`src/rtl/branch_resolver.sv`:
```
// ============================================================================
// branch_resolver : in-flight branch FIFO that checks predictions at execute,
//                   emits predictor updates and flush/redirect on mispredict.
// Optional: define BR_RESOLVER_STATS_EN for Branch_Count / Mispred_Count.
// Revision: 1.0
// ============================================================================
`default_nettype none

module branch_resolver #(
    parameter int DEPTH = 4
) (
    input  logic        Clock,
    input  logic        Reset,
    input  logic        F_Valid,
    input  logic        F_Pred,
    input  logic [0:3]  F_Index,
    input  logic [0:31] F_Target,
    input  logic [0:31] F_Fallthru,
    output logic        F_Ready,
    input  logic        E_Valid,
    input  logic        E_Taken,
    output logic [0:1]  pred_actual,
    output logic [0:3]  Upd_Index,
    output logic        Upd_Valid,
    output logic        Flush,
    output logic [0:31] Redirect_PC,
    output logic        Empty,
    output logic        Full,
`ifdef BR_RESOLVER_STATS_EN
    output logic [0:15] Branch_Count,
    output logic [0:15] Mispred_Count,
`endif
    output logic        Underflow
);

    localparam int            AW         = (DEPTH > 1) ? $clog2(DEPTH) : 1;
    localparam logic [AW:0]   c_DEPTH    = (AW+1)'(DEPTH);
    localparam logic [AW:0]   c_CNT_ONE  = (AW+1)'(1);
    localparam logic [AW-1:0] c_PTR_ONE  = AW'(1);

    logic          r_pred     [DEPTH];
    logic [0:3]    r_index    [DEPTH];
    logic [0:31]   r_target   [DEPTH];
    logic [0:31]   r_fallthru [DEPTH];

    logic [AW-1:0] r_wptr;
    logic [AW-1:0] r_rptr;
    logic [AW:0]   r_count;

    logic          r_upd_valid;
    logic          r_flush;
    logic [0:1]    r_pred_actual;
    logic [0:3]    r_upd_index;
    logic [0:31]   r_redirect;
    logic          r_underflow;

    logic          w_empty;
    logic          w_full;
    logic          w_push;
    logic          w_pop;
    logic          w_mispred;
    logic          w_head_pred;
    logic [0:3]    w_head_index;
    logic [0:31]   w_head_target;
    logic [0:31]   w_head_fallthru;

    always_comb begin
        w_empty         = (r_count == '0);
        w_full          = (r_count == c_DEPTH);
        w_push          = F_Valid && !w_full;
        w_pop           = E_Valid && !w_empty;
        w_head_pred     = r_pred[r_rptr];
        w_head_index    = r_index[r_rptr];
        w_head_target   = r_target[r_rptr];
        w_head_fallthru = r_fallthru[r_rptr];
        w_mispred       = w_pop && (w_head_pred != E_Taken);
    end

    // Storage is written on every accepted push; a flush resets the
    // pointers, so an entry written in a mispredict cycle is never read.
    always_ff @(posedge Clock) begin
        if (w_push) begin
            r_pred[r_wptr]     <= F_Pred;
            r_index[r_wptr]    <= F_Index;
            r_target[r_wptr]   <= F_Target;
            r_fallthru[r_wptr] <= F_Fallthru;
        end
    end

    always_ff @(posedge Clock) begin
        if (Reset || w_mispred) begin
            r_wptr  <= '0;
            r_rptr  <= '0;
            r_count <= '0;
        end else begin
            if (w_push) r_wptr <= r_wptr + c_PTR_ONE;
            if (w_pop)  r_rptr <= r_rptr + c_PTR_ONE;
            r_count <= r_count + (w_push ? c_CNT_ONE : '0) - (w_pop ? c_CNT_ONE : '0);
        end
    end

    always_ff @(posedge Clock) begin
        if (Reset) begin
            r_upd_valid   <= 1'b0;
            r_flush       <= 1'b0;
            r_pred_actual <= 2'b00;
            r_upd_index   <= '0;
            r_redirect    <= '0;
            r_underflow   <= 1'b0;
        end else begin
            r_upd_valid   <= w_pop;
            r_flush       <= w_mispred;
            r_pred_actual <= w_pop ? {w_head_pred, E_Taken} : 2'b00;
            if (w_pop) begin
                r_upd_index <= w_head_index;
                r_redirect  <= E_Taken ? w_head_target : w_head_fallthru;
            end
            r_underflow   <= r_underflow || (E_Valid && w_empty);
        end
    end

`ifdef BR_RESOLVER_STATS_EN
    logic [0:15] r_branch_cnt;
    logic [0:15] r_mispred_cnt;

    always_ff @(posedge Clock) begin
        if (Reset) begin
            r_branch_cnt  <= '0;
            r_mispred_cnt <= '0;
        end else begin
            if (w_pop && r_branch_cnt != 16'hFFFF)
                r_branch_cnt <= r_branch_cnt + 16'd1;
            if (w_mispred && r_mispred_cnt != 16'hFFFF)
                r_mispred_cnt <= r_mispred_cnt + 16'd1;
        end
    end

    assign Branch_Count  = r_branch_cnt;
    assign Mispred_Count = r_mispred_cnt;
`endif

    assign F_Ready     = !w_full;
    assign Empty       = w_empty;
    assign Full        = w_full;
    assign Upd_Valid   = r_upd_valid;
    assign Flush       = r_flush;
    assign pred_actual = r_pred_actual;
    assign Upd_Index   = r_upd_index;
    assign Redirect_PC = r_redirect;
    assign Underflow   = r_underflow;

endmodule

`default_nettype wire

```
`config.mk`:
```
export PLATFORM = sky130hd
export DESIGN_NAME = branch_resolver
export DESIGN_NICKNAME = d
export VERILOG_FILES = /design/src/rtl/branch_resolver.sv
export SDC_FILE = /design/constraint.sdc
export NUM_CORES = 1
export LEC_CHECK = 0
export BUFFER_PORTS_ARGS = -buffer_cell sky130_fd_sc_hd__buf_2
export CAP_MARGIN = 5
export CORE_MARGIN = 2
export CORE_UTILIZATION = 50
export CTS_CLUSTER_DIAMETER = 50
export CTS_CLUSTER_SIZE = 25
export DETAILED_ROUTE_END_ITERATION = 7
export PLACE_DENSITY = 0.69
export SYNTH_ARGS = -nofsm -noshare
export SYNTH_HDL_FRONTEND = slang
export SYNTH_SLANG_ARGS = --single-unit
```
`constraint.sdc`:
```
create_clock -name Clock -period 3.65 [get_ports Clock]
set_input_delay 1.095 -clock Clock [delete_from_list [all_inputs] [get_ports Clock]]
set_output_delay 1.095 -clock Clock [all_outputs]
set_load 0.02 [all_outputs]
```
==> impl_metrics.toml <==
[critical_path]
end_kind = "output port"
worstSetupPathType = "flop to output port"
crit_path_start_kind = "flop"
worstPathMaxFanout = 7
crit_required_ns = 2.55
arrival_ns = 1.66

[floorplan]
start_util_pct = 50.7
die_w_um = 161
row_count = 57
io_pins = 118
dieArea_mm2 = 0.0258
die_y_um = 161
core_area_mm2 = 0.0242

[yosys]
yosys.area_share.xor_xnor_pct = 0.438
ys_ff_latch = 326
synth.net_count = 669
synth_compound_area_share_pct = 2.49
synth_area_mm2 = 0.0123
ys_seq_area_share_pct = 75.6
synth_cell_types = 33
syn-instance-count = 588
avgSynthCellArea_um2 = 20.9
yosys_warnings = 0
synthSimpleGateAreaFrac_pct = 2.24
synth_top_family_by_area = "multiplexers"
synth-adder-area-share_pct = 0.774
synth.area.mux_share_pct = 15.9

[clocking]
cts-root-buf = "clkbuf_16"
tritoncts = "built"
max-clock-path-buffers = 3
numCtsBuffers = 28
ctsHoldBuffers = 0
clk_pin_slew_worst_paths_ns = 0.08
post_cts_resized = 0
htreeDepth = 1
insertion_delay_ns = 0.54
postCtsSetupRepairBufs = 0
cts_sinks = 326

[timing]
skew_ns = 0.0167
holdWs_ns = 0.457
fmax_mhz = 363
slew_viol_final = 0
period_minus_slack_ns = 2.76
fin_tns_setup_ns = 0
max_slew_margin_pct = 47.3
hold_viol_final = 0
setup_viol = 0
worst_pin_slew_ns = 0.791
rsz0062_at_grt = "false"
period_share_pct = 75.5
finalWorstSetupSlack_ns = 0.894

[detailed_routing]
dr.pass1.iters = 4
vias = 5883
antenna_left = 0
drc_errors = 0
avgRoutedWirePerCell_um = 21.9
viasPerCell = 5.51
wirelength_mm = 23.4
drtIter0Drc = 354

[layout]
area_delta_synth_final_pct = 15.5
finalNetCount = 798
drive_gt1_share_pct = 32.0

[global_route]
grt_pass1_wl_mm = 36.3
grt_pass1_vias = 6326
gr-total-overflow = 0
grt.total_usage_pct = 18.4
antenna_found_initial = 5
grt_start_max_net_pins = 70

[power_and_ir_drop]
max-vdd-ir-drop_uv = 445
power.total_mw = 9.80
leakage_nw = 4.89
power_density_mw_per_mm2 = 691

[placed_design]
gp_congestion = 0.753
hpwl_mm = 14.2
io_buffers = 117
place_ws_ns = 0.700

[hold_path]
hold_path.class = "flop to flop"

[job]
maxCapViolations = 0

[outcome]
status = "completed"
## critical path: stages (launching register included)
cell and delay (ns):
dfxtp_1 0.40, or3b_1 0.50, inv_1 0.08, buf_2 0.16
## sequential cells by signal, summed over array words and instances, names as in the netlist, named ones only
name / flops
r_fallthru: 128
r_target: 128
Redirect_PC: 32
r_index: 16
Upd_Index: 4
r_pred: 4
r_count: 3
pred_actual: 2
r_rptr: 2
r_wptr: 2
Flush: 1
Underflow: 1
Upd_Valid: 1
## cell usage in the layout, fill, tap and decap left out, types with 2 or more instances in the layout
master / instances
a211oi_1: 32
a21oi_1: 8
and2_1: 2
and3_4: 4
buf_12: 5
buf_2: 117
buf_4: 10
bufinv_16: 3
clkbuf_1: 5
clkbuf_16: 29
clkbuf_8: 2
clkinv_2: 2
clkinv_4: 2
clkinv_8: 3
dfxtp_1: 48
diode_2: 6
edfxtp_1: 276
ha_1: 6
inv_1: 9
inv_6: 3
mux2i_1: 32
mux4_1: 20
mux4_2: 49
nand2_1: 13
nor2_1: 39
nor3_1: 2
xnor2_1: 3
## final cells by class
type / instances / area [µm²]
sequential: 326 / 9290
inverter: 10 / 37.5
clock inverter: 15 / 208
clock buffer: 36 / 772
timing repair buffer: 132 / 761
antenna: 6 / 15.0
multi-input combinational: 219 / 2700
tap: 324 / 405
fill: 1794 / 10100
## per-stage QoR
step           area (µm²)  std cells  util [%]
6_report            14200       1068      58.5
5_1_grt             14200       1064      58.5
4_1_cts             14200       1062      58.5
3_5_place_dp        13200       1011      54.4
3_3_place_gp        13200       1011      54.4
2_1_floorplan       12300        588         -
## cell families (layout without fill, tap and decap cells)
logic type      Yosys count  count (layout)
xor+xnor                  4               4
simple gates             64              64
buf+inv                  43             193
compound gates           43              43
other cells               0               6
fa+ha+maj                 7               7
flops                   326             326
mux                     101             101
## power breakdown
part           leakage, nW  internal, mW  switching [mW]
clock                0.478          1.75            1.33
sequential            2.94          4.63           0.244
combinational         1.47         0.800            1.05
total                 4.89          7.18            2.63
## cells in the mapped netlist (all sizes together)
library cell / number / share of area, %
clkbuf: 2 / 0.071
o21bai: 1 / 0.092
a31oi: 1 / 0.051
mux2i: 32 / 2.6
dlygate4sd1: 6 / 0.43
mux4: 69 / 13
nand3b: 1 / 0.061
inv: 10 / 0.31
buf: 25 / 1.8
fa: 1 / 0.16
xnor2: 4 / 0.44
and3: 4 / 0.20
or3b: 1 / 0.071
nand2: 13 / 0.40
nor3: 2 / 0.081
edfxtp: 276 / 67
and2: 3 / 0.16
ha: 6 / 0.61
nor2: 39 / 1.2
a21oi: 8 / 0.33
a211oi: 32 / 2.0
o31ai: 1 / 0.061
nand4b: 1 / 0.071
dfxtp: 50 / 8.1
## layer usage
| layer | routed length (µm) | vias to the layer above | part of all wire, % | GRT usage, % |
|---|---|---|---|---|
| met5 | 0 | - | 0 | 0 |
| met4 | 617 | 0 | 2.6 | 5.88 |
| met1 | 9740 | 3014 | 42 | 24.2 |
| met2 | 11400 | 163 | 49 | 30.4 |
| met3 | 1630 | 37 | 6.9 | 4.73 |
| li1 | - | 2669 | - | - |
## worst paths after layout
| path | startpoint | end | slack, ns | depth (start not counted) |
|---|---|---|---|---|
| worst max-delay path | r_count[2] | Full | 0.89 | 3 |
| worst min-delay path | Upd_Index[2] | Upd_Index[2] | 0.46 | 2 |
| worst max register to register | r_count[2] | r_count[2] | 1.12 | 10 |
| worst min register to register | Upd_Index[2] | Upd_Index[2] | 0.46 | 2 |
(Power assumes the default switching activity.)
